--- src/rtl/matrix_storage_reader.sv ---
// Read-side sequencer for the layer/row matrix storage.
// Walks every stored row and streams it out through a 2-entry buffer.
module matrix_storage_reader #(
  parameter int size       = 3,
  parameter int data_width = 32
) (
  input  logic                  clk,
  input  logic                  reset,
  input  logic                  start,
  input  logic [31:0]           layer_count,
  output logic                  busy,
  output logic                  done,
  output logic                  rd_en,
  output logic [31:0]           rd_layer,
  output logic [31:0]           rd_row,
  input  logic [data_width-1:0] rd_data,
  output logic                  out_valid,
  input  logic                  out_ready,
  output logic [data_width-1:0] out_data,
  output logic [31:0]           out_layer,
  output logic [31:0]           out_row,
  output logic                  out_last
);

  typedef enum logic [1:0] {
    IDLE,
    RUN,
    DRAIN
  } state_t;

  state_t                state;
  logic [31:0]           lc_q;
  logic [31:0]           layer_q;
  logic [31:0]           row_q;

  logic                  inflight;
  logic [31:0]           tag_layer;
  logic [31:0]           tag_row;
  logic                  tag_last;

  logic [data_width-1:0] buf_data  [2];
  logic [31:0]           buf_layer [2];
  logic [31:0]           buf_row   [2];
  logic                  buf_last  [2];
  logic                  head;
  logic [1:0]            occ;

  logic                  pop;
  logic                  push;
  logic                  tail;
  logic                  row_wrap;
  logic                  last_issue;
  logic                  drain_done;

  assign pop  = out_valid && out_ready;
  assign push = inflight;

  // A new read is allowed only if it still fits after this cycle's pop.
  assign rd_en = (state == RUN) &&
    ({1'b0, occ} + {2'b0, inflight} < 3'd2 + {2'b0, pop});

  assign row_wrap   = (row_q == 32'(size - 1));
  assign last_issue = rd_en && row_wrap && (layer_q == lc_q - 32'd1);
  assign drain_done = !inflight && (occ == {1'b0, pop});

  // Credits keep occ <= 1 whenever a push lands, so tail is head+occ.
  assign tail = head ^ occ[0];

  assign busy      = (state != IDLE);
  assign rd_layer  = layer_q;
  assign rd_row    = row_q;
  assign out_valid = (occ != 2'd0);
  assign out_data  = buf_data[head];
  assign out_layer = buf_layer[head];
  assign out_row   = buf_row[head];
  assign out_last  = buf_last[head];

  always_ff @(posedge clk) begin
    if (reset) begin
      state     <= IDLE;
      done      <= 1'b0;
      lc_q      <= '0;
      layer_q   <= '0;
      row_q     <= '0;
      inflight  <= 1'b0;
      tag_layer <= '0;
      tag_row   <= '0;
      tag_last  <= 1'b0;
      head      <= 1'b0;
      occ       <= '0;
      for (int i = 0; i < 2; i++) begin
        buf_data[i]  <= '0;
        buf_layer[i] <= '0;
        buf_row[i]   <= '0;
        buf_last[i]  <= 1'b0;
      end
    end else begin
      done     <= 1'b0;
      inflight <= rd_en;

      if (rd_en) begin
        tag_layer <= layer_q;
        tag_row   <= row_q;
        tag_last  <= last_issue;
        if (row_wrap) begin
          row_q   <= '0;
          layer_q <= layer_q + 32'd1;
        end else begin
          row_q <= row_q + 32'd1;
        end
      end

      if (push) begin
        buf_data[tail]  <= rd_data;
        buf_layer[tail] <= tag_layer;
        buf_row[tail]   <= tag_row;
        buf_last[tail]  <= tag_last;
      end
      if (pop) head <= ~head;
      occ <= occ + {1'b0, push} - {1'b0, pop};

      unique case (state)
        IDLE: begin
          if (start) begin
            if (layer_count != 32'd0) begin
              lc_q    <= layer_count;
              layer_q <= '0;
              row_q   <= '0;
              state   <= RUN;
            end else begin
              done <= 1'b1;
            end
          end
        end
        RUN: begin
          if (last_issue) state <= DRAIN;
        end
        DRAIN: begin
          if (drain_done) begin
            state <= IDLE;
            done  <= 1'b1;
          end
        end
        default: state <= IDLE;
      endcase
    end
  end

endmodule

--- config.mk ---
export PLATFORM = sky130hd
export DESIGN_NAME = matrix_storage_reader
export DESIGN_NICKNAME = d
export VERILOG_FILES = /design/src/rtl/matrix_storage_reader.sv
export SDC_FILE = /design/constraint.sdc
export NUM_CORES = 1
export LEC_CHECK = 0
export CAP_MARGIN = 20
export CORE_ASPECT_RATIO = 0.75
export CORE_MARGIN = 2
export CORE_UTILIZATION = 35
export CTS_CLUSTER_SIZE = 40
export DETAILED_ROUTE_END_ITERATION = 7
export PLACE_DENSITY = 0.58
export SLEW_MARGIN = 15
export SYNTH_ARGS = -nofsm -noshare
export SYNTH_HDL_FRONTEND = slang
export SYNTH_SLANG_ARGS = --single-unit
--- constraint.sdc ---
create_clock -name clk -period 9.1 [get_ports clk]
set_input_delay 1.365 -clock clk [delete_from_list [all_inputs] [get_ports clk]]
set_output_delay 1.365 -clock clk [all_outputs]
set_load 0.02 [all_outputs]
==> impl_results.md <==
- Reg clk slew, reported paths: 0.06 ns
- Routed wire length: roughly 42000 um
- Synth area leader: edfxtp_1
- Via density: between 4 and 5
- CTS tree: built
- Power Density: around 210 nW/um^2
- Post-DP HPWL: 27800 um
- Nets: around 1700
- WP data arrival: roughly 3.3 ns
- Share of cells above drive strength 1: 11.8%
- Seq/Total Area, Yosys: between 50% and 60%
- Post-synth ARST share: 0%
- Max Cap Violations: 0
- DIE HEIGHT: around 190 um
- Final hold vios: 0
- Num Clock Sinks: roughly 360
- Final core utilization: between 40 and 50%
- Area contributors post-synth: edfxtp_1 (36%), dfxtp_1 (21%), and2_1 (7.6%), mux2_2 (6.8%), nand2_1 (3.9%)
- Synth Area in Adders: less than 1%
- GRT Util Overall: between 10% and 20%
- WL/cell: between 15 and 20 um
- Fin crit share: a little over 50%
- Max-slew violation count: 0
- # DRC: 0
- Initial antenna violation count: 0
- Post-Layout Cell Count: roughly 2300
- Pre-CTS WS: about 4.3 ns
- Diodes inserted: 0
- Worst Setup Path Type: in2out
- Setup TNS Final: 0 ns
- P&R area growth vs syn: 26.0%
- # IOs: 233
- Final ANT Viol Nets: 0
- Port bufs: approximately 230
- Largest net degree at the start of global routing: just under 100
- Synth Area in Compound Gates: between 4 and 5%
- Status: completed
- Global-route wire length before repair: ~65000 um
- Yosys top cell area share: between 30% and 40%
- Tmin final: around 4.6 ns
- Library cells used by synthesis: 63
- Syn. warnings: 0
- Die X: 252 um
- Pleak: between 7 and 8 nW
- Initial cell density of the core: 35.2%
- Clock Tree Buf Depth: 3
- Setup Skew: ~0.026 ns
- CP Max Fanout: 6
- Commonest non-fill, non-tap cell in the layout: clkdlybuf4s50_1
- Vias after detailed routing: around 11000
- Core Area: 45800 sq um
- Remaining global-route overflow: 0
- CTS Buf Count: 39
- Xor and xnor area share after synthesis: 5.32%
- RSZ-0062 raised after global routing: no
- Via count of the first global-routing pass: about 11000
- Inst Count DP: roughly 2200
- Cts hold-fix bufs: 0
- H-tree levels: 2
- Worst Hold Class: reg2reg
- Synth Area in Simple Gates: a little over a fifth
- Critical Path End Type: output port
- Iteration-0 DRC Markers: about 780
- First-pass DRT Iterations: 5
- Largest family of logic cells by synthesized area: simple AND/OR/NAND/NOR gates
- Max_slew headroom: ~30%
- # setup viols final: 0
- Rows: 68
- Post-synth EDFFs: just under 200
- Post-synthesis area per instance: approximately 11 sq um
- Peak supply drop: around 0.1 mV
- Synth Flop Type: edfxtp_1
- Syn Std Cell Area: roughly 16000 sq um
- Most frequent cells in the layout: clkdlybuf4s50_1 (231), and2_1 (197), edfxtp_1 (194)
- Clock Latency Late Sink: ~0.54 ns
- Total Die Area: roughly 48000 sq um
- Register bit count reported by yosys: around 360
- Mapped Cells: between 1000 and 1500
- Setup Fix Bufs, Post-CTS: 0
- CTS Root Cell: clkbuf_16
- RD Place Congestion: approximately 0.84
- Mux share of post-synthesis cell area: under 10%
- Setup WS post-layout: 4.48 ns
- Startpoint types: input port
- Worst slew pin tran: roughly 1.1 ns
- Max frequency: ~0.22 GHz
- Worst EP required: ~7.7 ns
- Post-Syn Nets: between 1500 and 2000
- Fill count: between 4000 and 5000
- Post-CTS resize count: 0
## metrics by stage
step | hold WS (ns) | area (sq um) | total power [mW]
2_1_floorplan | 0.439 | 16100 | 2.33
3_3_place_gp | 0.446 | 18900 | 2.65
3_5_place_dp | 0.453 | 18900 | 2.65
4_1_cts | 0.462 | 20300 | 4.35
5_1_grt | 0.482 | 20300 | 4.46
6_report | 0.460 | 20300 | 4.29
## cell type report
| class | count | area [sq um] | area share (%) |
|---|---|---|---|
| multi-input cells | 1003 | 6510 | 32.0 |
| clock inverters | 18 | 239 | 1.18 |
| clock buffers | 53 | 1140 | 5.61 |
| inverters | 17 | 63.8 | 0.314 |
| repair buffers | 245 | 2420 | 11.9 |
| well taps | 595 | 744 | 3.66 |
| flip-flops and latches | 363 | 9210 | 45.3 |
## cells by family (layout without fill, tap and decap cells)
logic type | count (synthesis) | after routing
buf+inv | 108 | 333
mux | 132 | 132
compound gates | 119 | 119
xor+xnor | 98 | 98
fa+ha+maj | 8 | 8
flops | 363 | 363
simple gates | 646 | 646
## path summary, 6_finish.rpt
path	cells past startpoint	slack (ns)	start	end
min	2	0.46	tag_row[18]	tag_row[18]
min reg2reg	2	0.46	tag_row[18]	tag_row[18]
max	6	4.48	out_ready	rd_en
max reg2reg	5	5.54	occ[0]	buf_row[0][15]
## where the power goes
part,internal (mW),total (mW),switching [mW]
logic,0.345,0.758,0.413
clock network,1.03,1.68,0.655
registers,1.80,1.85,0.0510
## state kept, by name (all words and copies together), names as in the netlist, 2 cells and up, named ones only
register   count
buf_row       64
occ            2
tag_row       32
buf_last       2
buf_layer     64
buf_data      64
rd_row        32
rd_layer      32
lc_q          32
state          2
tag_layer     32
## synth_stat cells (3+ instances only)
cell type	instances
o21ai_0	11
a31oi_1	4
buf_2	4
nor4_1	21
a21oi_1	76
or3_1	14
nor3_1	26
nand3b_1	3
xor2_1	51
nand4_1	21
nand4b_1	3
xnor2_1	47
nor2_1	117
and4_1	4
o41ai_1	3
nor4_2	4
nand3_1	21
ha_1	8
and2_1	197
mux2i_1	34
edfxtp_1	194
mux2_2	98
and3_1	12
dfxtp_1	169
clkbuf_1	82
nand2_1	168
or2_2	8
inv_1	17
or4_1	3
nand2b_1	8
## worst max-delay path, cell delays in order
cell and delay, ns:
clkdlybuf4s50_1 0.49, o21ai_1 0.12, o21a_1 0.27, or2_2 0.35, inv_2 0.07, clkdlybuf4s50_1 0.59
## per-layer routing
metal  routed length (um)  part of all wire [%]  GRT usage (%)  vias up
li1                     -                     -              -     5509
met1                21200                    50           25.9     5417
met2                17800                    42           25.3      232
met3                 2370                   5.6           4.04       60
met4                  907                   2.1           4.69        0
met5                    0                     0              0        -
No activity file was read; power rests on OpenSTA's default activity.
